$ cat config.mk
export PLATFORM = sky130hd
export DESIGN_NAME = cc3000_spi_write_seq
export DESIGN_NICKNAME = d
export VERILOG_FILES = /design/src/rtl/cc3000_spi_write_seq.sv
export SDC_FILE = /design/constraint.sdc
export NUM_CORES = 1
export LEC_CHECK = 0
export BUFFER_PORTS_ARGS = -buffer_cell sky130_fd_sc_hd__buf_2
export CAP_MARGIN = 15
export CORE_MARGIN = 2
export CORE_UTILIZATION = 45
export CTS_CLUSTER_SIZE = 14
export DETAILED_ROUTE_END_ITERATION = 12
export HOLD_SLACK_MARGIN = 0.12
export PLACE_DENSITY = 0.62
export SLEW_MARGIN = 20
export SYNTH_ARGS = -nofsm -noshare
export SYNTH_HDL_FRONTEND = slang
export SYNTH_SLANG_ARGS = --single-unit
$ cat constraint.sdc
create_clock -name CLK -period 2.3 [get_ports CLK]
set_input_delay 0.115 -clock CLK [delete_from_list [all_inputs] [get_ports CLK]]
set_output_delay 0.115 -clock CLK [all_outputs]
set_load 0.005 [all_outputs]
$ cat src/rtl/cc3000_spi_write_seq.sv
// cc3000_spi_write_seq: frames and shifts CC3000 SPI write packets (mode 1, MSB first).
// Define CC3000_FIRST_WRITE_DELAY_EN to insert the first-write gap before header byte 5.
module cc3000_spi_write_seq #(
    parameter int unsigned CLK_DIV     = 4,
    parameter int unsigned IRQ_TIMEOUT = 65535,
    parameter int unsigned CS_SETUP    = 8,
    parameter int unsigned FIRST_DELAY = 5000
) (
    input  logic        CLK,
    input  logic        RESET,
    input  logic        START,
    input  logic [15:0] LEN,
    output logic        BUSY,
    output logic        DONE,
    output logic        ERR,
    input  logic [7:0]  TX_DATA,
    input  logic        TX_VALID,
    output logic        TX_READY,
    input  logic        SPI_IRQ_N,
    output logic        SPI_CS_N,
    output logic        SPI_SCLK,
    output logic        SPI_MOSI
);
    localparam int unsigned M1 = (IRQ_TIMEOUT > FIRST_DELAY) ? IRQ_TIMEOUT : FIRST_DELAY;
    localparam int unsigned M2 = (CS_SETUP > CLK_DIV) ? CS_SETUP : CLK_DIV;
    localparam int unsigned CW = $clog2(((M1 > M2) ? M1 : M2) + 1);

    typedef enum logic [2:0] {IDLE, WAIT_IRQ, SETUP, HEADER, PAYLOAD, PAD, HOLD, DELAY} state_t;

    state_t        state;
    logic [CW-1:0] cnt;
    logic [CW-1:0] div;
    logic [2:0]    bit_cnt;
    logic [7:0]    sh;
    logic          act;
    logic [2:0]    hdr_idx;
    logic [15:0]   l_q;
    logic [15:0]   rem;
    logic          pad_q;
    logic          irq_m;
    logic          irq_s;
    logic          byte_end;
    logic          tx_fire;
    logic          gap;
    logic          ld;
    logic [7:0]    ld_byte;
    logic [7:0]    hdr_nxt;
`ifdef CC3000_FIRST_WRITE_DELAY_EN
    logic          first_q;
`endif

    // byte_end marks the end of the last bit's low phase; a load in that cycle keeps SCLK gapless
    always_comb begin
        byte_end = act && div == CW'(CLK_DIV - 1) && !SPI_SCLK && bit_cnt == 3'd0;
        TX_READY = state == PAYLOAD && rem != 16'd0 && (!act || byte_end);
        tx_fire = TX_READY && TX_VALID;
`ifdef CC3000_FIRST_WRITE_DELAY_EN
        gap = first_q && hdr_idx == 3'd4;
`else
        gap = 1'b0;
`endif
        hdr_nxt = hdr_idx == 3'd1 ? l_q[15:8] : hdr_idx == 3'd2 ? l_q[7:0] : 8'h00;
        ld = (state == SETUP && cnt == CW'(CS_SETUP - 1))
            || (state == HEADER && byte_end && hdr_idx != 3'd5 && !gap)
            || (state == DELAY && cnt == CW'(FIRST_DELAY - 1))
            || tx_fire
            || (state == PAYLOAD && rem == 16'd0 && byte_end && pad_q);
        ld_byte = state == SETUP ? 8'h01 : state == HEADER ? hdr_nxt : tx_fire ? TX_DATA : 8'h00;
    end

    always_ff @(posedge CLK) begin
        if (RESET) begin
            state    <= IDLE;
            cnt      <= '0;
            div      <= '0;
            bit_cnt  <= '0;
            sh       <= '0;
            act      <= 1'b0;
            hdr_idx  <= '0;
            l_q      <= '0;
            rem      <= '0;
            pad_q    <= 1'b0;
            irq_m    <= 1'b1;
            irq_s    <= 1'b1;
            BUSY     <= 1'b0;
            DONE     <= 1'b0;
            ERR      <= 1'b0;
            SPI_CS_N <= 1'b1;
            SPI_SCLK <= 1'b0;
            SPI_MOSI <= 1'b0;
`ifdef CC3000_FIRST_WRITE_DELAY_EN
            first_q  <= 1'b1;
`endif
        end else begin
            irq_m <= SPI_IRQ_N;
            irq_s <= irq_m;
            DONE  <= 1'b0;
            ERR   <= 1'b0;
            if (ld) begin
                act      <= 1'b1;
                SPI_SCLK <= 1'b1;
                SPI_MOSI <= ld_byte[7];
                sh       <= {ld_byte[6:0], 1'b0};
                bit_cnt  <= 3'd7;
                div      <= '0;
            end else if (act) begin
                if (div == CW'(CLK_DIV - 1)) begin
                    div <= '0;
                    if (SPI_SCLK) begin
                        SPI_SCLK <= 1'b0;
                    end else if (bit_cnt != 3'd0) begin
                        SPI_SCLK <= 1'b1;
                        SPI_MOSI <= sh[7];
                        sh       <= {sh[6:0], 1'b0};
                        bit_cnt  <= bit_cnt - 3'd1;
                    end else begin
                        act <= 1'b0;
                    end
                end else begin
                    div <= div + 1'b1;
                end
            end
            case (state)
                IDLE: begin
                    BUSY <= 1'b0;
                    if (START && !BUSY) begin
                        if (LEN == 16'd0) begin
                            ERR <= 1'b1;
                        end else begin
                            l_q      <= LEN + {15'd0, ~LEN[0]};
                            rem      <= LEN;
                            pad_q    <= ~LEN[0];
                            SPI_CS_N <= 1'b0;
                            BUSY     <= 1'b1;
                            cnt      <= '0;
                            state    <= WAIT_IRQ;
                        end
                    end
                end
                WAIT_IRQ: begin
                    if (!irq_s) begin
                        cnt   <= '0;
                        state <= SETUP;
                    end else if (cnt == CW'(IRQ_TIMEOUT - 1)) begin
                        SPI_CS_N <= 1'b1;
                        ERR      <= 1'b1;
                        state    <= IDLE;
                    end else begin
                        cnt <= cnt + 1'b1;
                    end
                end
                SETUP: begin
                    cnt <= cnt + 1'b1;
                    if (ld) begin
                        hdr_idx <= 3'd1;
                        state   <= HEADER;
                    end
                end
                HEADER: begin
                    if (ld) begin
                        hdr_idx <= hdr_idx + 3'd1;
                    end else if (byte_end) begin
                        cnt   <= '0;
                        state <= hdr_idx == 3'd5 ? PAYLOAD : DELAY;
                    end
                end
                DELAY: begin
                    cnt <= cnt + 1'b1;
                    if (ld) begin
                        hdr_idx <= 3'd5;
                        state   <= HEADER;
                    end
                end
                PAYLOAD: begin
                    if (tx_fire) rem <= rem - 16'd1;
                    if (rem == 16'd0 && byte_end) begin
                        cnt   <= '0;
                        state <= pad_q ? PAD : HOLD;
                    end
                end
                PAD: begin
                    if (byte_end) begin
                        cnt   <= '0;
                        state <= HOLD;
                    end
                end
                HOLD: begin
                    if (cnt == CW'(CLK_DIV - 1)) begin
                        SPI_CS_N <= 1'b1;
                        DONE     <= 1'b1;
                        state    <= IDLE;
`ifdef CC3000_FIRST_WRITE_DELAY_EN
                        first_q  <= 1'b0;
`endif
                    end else begin
                        cnt <= cnt + 1'b1;
                    end
                end
                default: state <= IDLE;
            endcase
        end
    end
endmodule

# Word-level counts from Yosys, hierarchy flattened
# Index checks and enable logic that the tools add are counted.
# op_classes
mux	74
bitwise	3
n_addsub	6
n_eq_ne	34
reduce_logical	46
# ops
cell	n
16-bit 2-to-1 mux	12
16-bit case mux with 7 select lines	1
8-bit 2-to-1 mux	10
3-bit 2-to-1 mux	18
16-bit by 1-bit adder with 16-bit output (second input constant)	2
16-bit by 2-bit equality test with 1-bit output (second input constant)	2
16-bit logical NOT	2
16-bit case mux with 2 select lines	1
1-bit 2-to-1 mux	26
2-bit != test (second input constant)	13
3-bit case mux with 7 select lines	1
16-bit by 1-bit adder with 16-bit output	1
16-bit by 13-bit equality test with 1-bit output (second input constant)	1
16-bit equality test (second input constant)	1
16-bit by 3-bit equality test with 1-bit output (second input constant)	1
16-bit nonzero test	1
16-bit by 1-bit subtractor with 16-bit output (second input constant)	1
3-bit equality test (second input constant)	5
1-bit logical AND	15
4-bit AND reduction	3
6-bit AND reduction	2
3-bit by 2-bit equality test with 1-bit output (second input constant)	3
3-bit != test (second input constant)	3
3-bit case mux with 3 select lines	1
17 further kinds	37
# totals
elab_cells	181
register_bits	90

# Logic depth before layout (Yosys ltp)
# Gate-level depths: netlist of run 1.
# logic_depth
word_depth	12
mapped_depth	10
depth_no_buf	9

# Least setup slack after synthesis of run 1
# OpenSTA, ideal clock, no wires.
# synth_timing
path_type	register to register
start	reg bit_cnt[0]
end	reg state[0]
path_slack_ns	-0.109
arrival_ns	2.289
path_stages_with_launch	10
n_path_buf	0
setup_ns	0.121
path_cell_list	dfxtp_1 -> inv_1 -> ha_1 -> or3b_1 -> or2_1 -> or2_2 -> nor3_2 -> nor3b_2 -> a41oi_2 -> mux2_2
# synth_between
elab_chain_cells	10
word_cells_on_any_way	20
cone_classes	eq/ne: 5; reduce/logical: 15
# synth_rtl
element	line_no	rtl
start, declared	33	logic [2:0] bit_cnt;
start signal, assigned	115	bit_cnt <= bit_cnt - 3'd1;
3-bit logical NOT (*)	54	byte_end = act && div == CW'(CLK_DIV - 1) && !SPI_SCLK && bit_cnt == 3'd0;
1-bit logical AND (*)	54	
1-bit logical AND (2 in a row)	64	|| (state == HEADER && byte_end && hdr_idx != 3'd5 && !gap)
1-bit logical OR	64	
1-bit logical OR	65	|| (state == DELAY && cnt == CW'(FIRST_DELAY - 1))
1-bit logical OR	66	|| tx_fire
1-bit logical OR	67	|| (state == PAYLOAD && rem == 16'd0 && byte_end && pad_q);
2-bit != test (no source line) or 2-bit by 1-bit != test with 1-bit output (tied branches)	n/a	
9-bit AND reduction (no source line) (*)	n/a	
end signal, assigned	164	state <= hdr_idx == 3'd5 ? PAYLOAD : DELAY;
end signal, assigned	178	state <= pad_q ? PAD : HOLD;
end, declared	30	state_t state;
# Every way passes the cells marked *; elsewhere a longest branch is shown, timed or not.
# A chain may end at the register's enable or synchronous reset.

# Final worst setup path of run 1
# layout_timing
start	reg bit_cnt[1]
end	reg SPI_MOSI
# layout_between
elab_chain_cells	10
word_cells_on_any_way	23
cone_classes	eq/ne: 1; mux: 4; reduce/logical: 18
# layout_rtl
element	line_no	rtl
3-bit logical NOT	54	
1-bit logical AND	54	
1-bit logical AND (2 in a row)	64	
1-bit logical OR	64	
1-bit logical OR	65	
1-bit logical OR	66	
1-bit logical OR	67	
2-bit by 1-bit != test with 1-bit output (no source line) or 2-bit nonzero test (tied branches)	n/a	
4-bit AND reduction (no source line)	n/a	
end signal, assigned	102	SPI_MOSI <= ld_byte[7];
end signal, assigned	113	SPI_MOSI <= sh[7];
end, declared	22	output logic SPI_MOSI
# Parallel ways exist; a longest one is shown, timed or not.

==> out/qor.txt, run 1 <==
Row Count: 37
DR iter-0 viols: 218
HPWL Detailed: 8930 um
CP Buf/Inv Count: 3
Via-to-Cell Ratio: 5.57
Setup Crit Path Kind: reg2reg
failing checks: negative setup slack
WL met2: 6730 um
DR vias: 4,888
first-pass GRT wire length: 21,900 um
Worst-path clk slew: 0.10 ns
P_int: 3.46 mW
synth warn: 0
CTS H-tree lvls: 3
Leak: 2.61 nW
Crit Path Max Fanout: 8
Sw Share: 35.8%
Synthesized Nets: 637
DRT antenna net count: 0
WL final: 13,400 um
RSZ-0062 raised after global routing: true
Startpoint Class: flop
Core ar.: 10,300 um^2
worst hold margin: 0.286 ns
Post-Syn Area: 4780 um^2
DR pass1 iterations: 5
fin crit period: 2.39 ns
post-synthesis cell count: 599
Final Hold Viols: 0
NetSw: 1.93 mW
DP Cell Count: 809
cell area power density: 799 nW/um^2
CTS tree: done
routed wl met3: 579 um
GP Congestion: 0.902
routed len/inst: 15.3 um
Die ar.: 11,500 um^2
Max clock buf depth: 2
Critical Path Max Stage Delay: 0.38 ns
area leader, netlist: dfxtp_1
CTS root buf: clkbuf_8
CP Capture Type: flop
Ports: 36
Starting Density: 46.3%
Post-synth ARST share: 0%
Num CTS Buffers: 9
Post-Place Setup Slack: -0.224 ns
fin crit share: 104%
Setup WS post-layout: -0.0870 ns
Synth Area per Inst: 7.98 um^2
CP top delay family: simple AND/OR/NAND/NOR gates
Gate power share: 41.8%
Yosys cell types: 65
Least-Margin Pin Slew: 0.885 ns
total grt overflow: 0
Post-synth EDFFs: 0
CP required: 2.53 ns
sequential fraction of the synthesis area: 37.7%
fin cells: 877
Clk pwr share: 23.1%
reg2reg setup slack: -0.09 ns
CTS sink cnt: 90
Max Fclk: 419 MHz
clock latency on the worst-skew pair: 0.36 ns
type of the worst min-delay path: in2reg
post-layout util: 65.3%
Worst Skew: 0.00790 ns
IO buf count: 35
critical path cell sequence: inv_2, ha_4, or3b_4, or2_4, or2_4, nor3_4, nor3b_4, buf_6, buf_6, a221oi_4, a211oi_2
power share of the sequential group: 35.2%
ys flop type: dfxtp_1
maximum vdd drop: 0.000505 V
die height: 107 um
pin count of the biggest net entering global routing: 36
Ant. Diodes: 0
M1 WL: 5920 um
antenna violations before repair: 0
number of global-route vias before repair: 4,649
Pins Over Slew Limit: 0
# setup viols final: 36
crit path DAT: 2.61 ns
status: complete, but fails checks
share of cells above drive strength 1: 33.3%
residual DRC count: 0
Yosys reg bits: 90
area grow syn2layout: 40.9%
top-area cell type share of the netlist area: 37.7%
gr usage total: 23.7%
DIE WIDTH: 107 um
DR top layer: met4
fin nets: 774
maxcap violations: 0
Synth area leaders: dfxtp_1 38%, nand2_1 6.8%, nor2_1 5.2%
CP max stage cell: or3b_4
setup TNS: -1.39 ns
headroom to the max-slew limit: 40.8%
==> worst register-to-register path, stage by stage (launching register included) <==
cell	delay, ns
dfxtp_2	0.33
inv_2	0.08
ha_4	0.14
or3b_4	0.38
or2_4	0.26
or2_4	0.27
nor3_4	0.18
nor3b_4	0.08
buf_6	0.15
buf_6	0.12
a221oi_4	0.19
a211oi_2	0.07
==> synthesized netlist by cell type, drive strengths merged, types with 2 or more instances <==
library cell / count
and4: 4
nand3: 22
and4bb: 2
a31oi: 5
and2: 4
xor2: 18
o31ai: 2
buf: 12
a41oi: 2
inv: 15
nand3b: 5
nor2: 69
o41ai: 3
mux2i: 8
nand2: 87
or2: 7
a22oi: 9
a211o: 2
a22o: 6
ha: 9
or3b: 2
nand4: 16
clkbuf: 21
nor3: 17
nor4: 16
nor2b: 3
and3: 5
o21ai: 33
a221oi: 7
a211oi: 13
or3: 3
a21oi: 50
dfxtp: 90
nand2b: 5
o22ai: 3
nor4b: 5
xnor2: 8
a2bb2oi: 2
==> power groups by stage <==
stage                     Sequential [mW]  Clock [mW]  Combinational, mW
final                                1.89        1.24               2.25
after floorplan                      1.88           0               1.13
after CTS                            1.88        1.27               1.98
after global placement               1.91           0               1.78
after detailed placement             1.91           0               1.80
after global routing                 1.91        1.33               2.45
==> final timing paths <==
| path | cells past startpoint | end | from |
|---|---|---|---|
| setup / recovery | 11 | SPI_MOSI$_SDFFE_PP0P_ | bit_cnt[1]$_SDFFE_PP0P_ |
| hold / removal | 2 | cnt[1]$_SDFFE_PP0P_ | RESET |
| setup reg to reg | 11 | SPI_MOSI$_SDFFE_PP0P_ | bit_cnt[1]$_SDFFE_PP0P_ |
| hold reg to reg | 1 | irq_s$_SDFF_PP1_ | irq_m$_SDFF_PP1_ |
==> metal layers <==
layer / up-vias / global-route usage, %
li1: 2426 / -
met1: 2312 / 29.3
met2: 134 / 41.9
met3: 16 / 4.01
met4: 0 / 7.33
met5: - / 0
==> registers in the layout, indices dropped and copies added (netlist names), 3 cells and up <==
| signal | flops |
|---|---|
| cnt | 16 |
| div | 16 |
| l_q | 16 |
| rem | 16 |
| sh | 7 |
| bit_cnt | 3 |
| hdr_idx | 3 |
| state | 3 |
==> placed cells by master (no fill, tap or decap), types with 5 or more instances in the layout <==
cell type,instances
nand2_1,85
dfxtp_1,81
buf_4,74
nor2_1,51
a21oi_1,42
buf_2,35
o21ai_0,25
dlygate4sd3_1,25
buf_6,20
nand3_1,19
xor2_1,18
nor2_2,16
nor3_1,14
nand4_1,14
nor4_1,13
inv_1,11
dfxtp_2,9
clkbuf_8,9
a21oi_2,8
mux2i_1,8
a211oi_1,8
xnor2_1,7
a22oi_1,7
a22o_1,6
ha_1,6
nand2b_1,5
nand3b_1,5
or2_2,5
o21ai_1,5
a31oi_1,5
a211oi_2,5
==> stage by stage <==
| step | power [mW] | instance area (um^2) |
|---|---|---|
| after floorplan | 3.01 | 4790 |
| after global placement | 3.68 | 5580 |
| after detailed placement | 3.71 | 5580 |
| after CTS | 5.13 | 6400 |
| after global routing | 5.70 | 6740 |
| final | 5.38 | 6740 |
==> kinds of logic (layout without fill, tap and decap cells) <==
| kind of cell | Yosys count | count (layout) | synth area share [%] |
|---|---|---|---|
| buf+inv | 48 | 190 | 4.21 |
| fa+ha+maj | 9 | 9 | 2.36 |
| flops | 90 | 90 | 37.7 |
| simple gates | 274 | 274 | 29.9 |
| mux | 9 | 9 | 1.91 |
| xor+xnor | 26 | 26 | 4.76 |
| compound gates | 143 | 143 | 19.1 |
==> cell type report <==
type / instances / area (um^2)
sequential: 90 / 1810
inverter: 15 / 56.3
timing repair buffer: 159 / 1320
multi-input combinational: 461 / 3160
clock inverter: 7 / 98.8
clock buffer: 9 / 124
fill: 852 / 3590
tap: 136 / 170
==> repair_timing <==
action,CTS,global route
pin swaps,34,30
resized for setup,51,63
hold buffers,25,0
gates cloned,2,2
hold endpoints to repair,27,0
buffers inserted,15,13
setup endpoints to repair,45,66
Power figures use the tool's default switching activity.
==> run 2: changes to the inputs <==
- ABC_AREA: not set -> 1
==> run 2 against run 1 <==
  * The flow now finishes without violations
  * Sequential power increased by 9.5%
  * Combinational power decreased by 6%
  * Clock skew increased by 0.00065 ns
  * Design area decreased by 9.3%
  * Clock power increased by 15%
  * Register-to-register slack improved by 0.31 ns
  * Via count increased by 11%
  * Critical endpoint is now rem[0]$_SDFFE_PP0P_
  * Largest power group unchanged
  * Highest routed layer unchanged
==> out/qor.txt, run 2 <==
top-area cell type share of the netlist area: 33.8% (-3.9 points)
setup bufs post-CTS: 0 (-15)
Core ar.: 11,500 um^2 (+11%)
R2R cell count: 11 (unchanged)
Leak: 2.54 nW (-2.8%)
# setup viols final: 0 (-100%)
reg2reg start: div[0]$_SDFFE_PP0P_
DR vias: 5,442 (+11%)
reg2reg setup slack: 0.22 ns (+0.31 ns)
DR pass1 iterations: 5 (unchanged)
most frequent cells in the layout: 163 x nand2_1, 116 x nor2_1, 90 x dfxtp_1
Row Count: 39 (+5.4%)
Yosys reg bits: 90 (unchanged)
die height: 113 um (+5.4%)
Hold Crit Depth: 3 (+1)
IO buf count: 35 (unchanged)
GP Congestion: 0.890 (-1.3%)
crit-path most repeated cell: nand2_1
Starting Density: 46.4% (+0.15 points)
worst hold margin: 0.132 ns (-0.154 ns)
residual DRC count: 0 (unchanged)
Synthesized Nets: 855 (+34%)
CP Capture Type: flop
post-synthesis cell count: 817 (+36%)
share of cells above drive strength 1: 13.8% (-20 points)
Die ar.: 12,700 um^2 (+11%)
CTS H-tree lvls: 3 (unchanged)
maxcap violations: 0 (unchanged)
Crit Path Max Fanout: 12 (+4)
CTS tree: done
Post-Syn Area: 5330 um^2 (+11%)
Synth Area per Inst: 6.52 um^2 (-18%)
headroom to the max-slew limit: 58.4% (+18 points)
first-pass GRT wire length: 23,200 um (+6.1%)
top cells by count, synth: 163 x nand2_1, 118 x nor2_1, 90 x dfxtp_1
CP top delay family: simple AND/OR/NAND/NOR gates
antenna violations before repair: 0 (unchanged)
Hold Crit Endpoint: l_q[14]$_SDFFE_PP0P_
placed cell area: 5670 um^2 (+1.6%)
Final Hold Viols: 0 (unchanged)
Yosys cell types: 41 (-37%)
Post-synth EDFFs: 0 (unchanged)
fin crit period: 2.08 ns (-0.308 ns)
CTS sink cnt: 90 (unchanged)
Worst Skew: 0.00855 ns (+0.000652 ns)
fin crit share: 90.4% (-13 points)
WL final: 13,800 um (+2.7%)
cell area power density: 916 nW/um^2 (+15%)
sequential fraction of the synthesis area: 33.8% (-3.9 points)
Num CTS Buffers: 9 (unchanged)
Least-Margin Pin Slew: 0.623 ns (-0.262 ns)
CP required: 2.53 ns (about the same)
Post-synth ARST share: 0% (unchanged)
DRT antenna net count: 0 (unchanged)
routed len/inst: 13.6 um (-11%)
Via-to-Cell Ratio: 5.37 (-3.6%)
reg-to-reg endpoint: rem[0]$_SDFFE_PP0P_
Synth area leaders: dfxtp_1 34%, nand2_1 11%, nor2_1 8.3%
setup TNS: 0 ns (+1.39 ns)
CP Buf/Inv Count: 1 (-2)
total grt overflow: 0 (unchanged)
DIE WIDTH: 113 um (+5.4%)
HPWL Detailed: 10,200 um (+14%)
fin nets: 903 (+17%)
HP Start: LEN[14]
Max clock buf depth: 2 (unchanged)
area leader, netlist: dfxtp_1
Ant. Diodes: 0 (unchanged)
synth warn: 0 (unchanged)
crit path DAT: 2.31 ns (-0.30 ns)
Setup Crit Path Kind: reg2reg
gr usage total: 22.2% (-1.5 points)
RSZ-0062 raised after global routing: true
commonest non-fill, non-tap cell in the layout: nand2_1
Pins Over Slew Limit: 0 (unchanged)
Max Fclk: 481 MHz (+15%)
type of the worst min-delay path: in2reg
most common cell in the netlist: nand2_1
maximum vdd drop: 0.000653 V (+29%)
pin count of the biggest net entering global routing: 29 (-19%)
Final Cell Area: 6110 um^2 (-9.3%)
Critical Path Max Stage Delay: 0.38 ns (about the same)
DR iter-0 viols: 358 (+64%)
ys flop type: dfxtp_1
Ports: 36 (unchanged)
clock latency on the worst-skew pair: 0.35 ns (about the same)
CTS root buf: clkbuf_16
CP max stage cell: dfxtp_1
area grow syn2layout: 14.7%
status: finished, final reports clean
Startpoint Class: flop
critical path cell sequence: ha_1, nand2_1, nor2_2, nand3_1, nand2_1, nand3_4, nand2_1, nand3_2, buf_4, o21ai_0, a21oi_1
number of global-route vias before repair: 5,108 (+9.9%)
Worst-path clk slew: 0.07 ns (-0.03 ns)
-- run 2: cell count changes in the layout (fill, tap and decap cells not counted), sizes merged, moves of 8 or more --
cell and change:
a211oi -8, a21oi +13, a22oi -9, buf -82
dlygate4sd3 -13, inv +77, mux2i -8, nand2 +82
nand3 +28, nor2 +64, nor4 -12, o21ai +51
-- run 2: how the worst max path moves through the flow --
| stage | slack [ns] | startpoint | depth (start not counted) | to |
|---|---|---|---|---|
| after global routing | -0.01 | div[0]$_SDFFE_PP0P_ | 11 | rem[10]$_SDFFE_PP0P_ |
| after CTS | 0.13 | rem[0]$_SDFFE_PP0P_ | 12 | cnt[7]$_SDFFE_PP0P_ |
| after floorplan | 0.45 | rem[0]$_SDFFE_PP0P_ | 13 | cnt[1]$_SDFFE_PP0P_ |
| final | 0.22 | div[0]$_SDFFE_PP0P_ | 11 | rem[0]$_SDFFE_PP0P_ |
| after detailed placement | 0.15 | rem[0]$_SDFFE_PP0P_ | 12 | cnt[7]$_SDFFE_PP0P_ |
| after global placement | 0.21 | div[0]$_SDFFE_PP0P_ | 12 | rem[9]$_SDFFE_PP0P_ |
-- run 2: layout make-up --
| cell class | count | area (um^2) |
|---|---|---|
| clock inverter | 5 | 37.5 |
| tap | 143 | 179 |
| clock buffer | 11 | 243 |
| inverter | 96 | 362 |
| timing repair buffer | 62 | 420 |
| fill | 1140 | 5360 |
| sequential | 90 | 1800 |
| multi-input combinational | 606 | 3070 |
-- run 2: stage by stage --
step                std cells  setup WS [ns]  power, mW  utilization, %
floorplan                 817          0.448       3.62               -
global placement          985          0.205       4.08            49.5
detailed placement        985          0.150       4.12            49.5
CTS                      1013          0.129       5.57            53.0
global route             1013        -0.0143       6.01            53.3
finish                   1013          0.221       5.60            53.3
-- run 2: tightest hold or removal path: stages --
cell and delay [ns]:
buf_2 0.11, o21ai_0 0.11, a21oi_1 0.11
-- run 2: per-layer routing --
metal,part of all wire [%],global-route usage (%),vias to the layer above
met5,0,0,-
met4,2.4,9.35,0
met3,3.9,3.11,24
met2,48,38.2,129
met1,45,28.0,2502
li1,-,-,2787
-- run 2: repair_timing --
item                       in CTS  in global routing
hold buffers                   12                  0
hold endpoints to repair       12                  0
gates resized for setup         0                  8
setup endpoints to repair       0                 54
-- run 2: cells by family after synthesis --
kind of cell / after synthesis / share of synthesized area, %
and+or+nand+nor: 402 / 33.9
AOI/OAI and AO/OA: 179 / 18.2
buffers and inverters: 121 / 9.28
DFF: 90 / 33.8
xor gates and xnor gates: 16 / 2.63
adders and majority gates: 9 / 2.11
-- run 2: where the power goes --
part	internal, mW	leakage [nW]	switching, mW
clock network	0.769	0.133	0.648
registers	1.84	0.734	0.230
logic	0.732	1.68	1.38
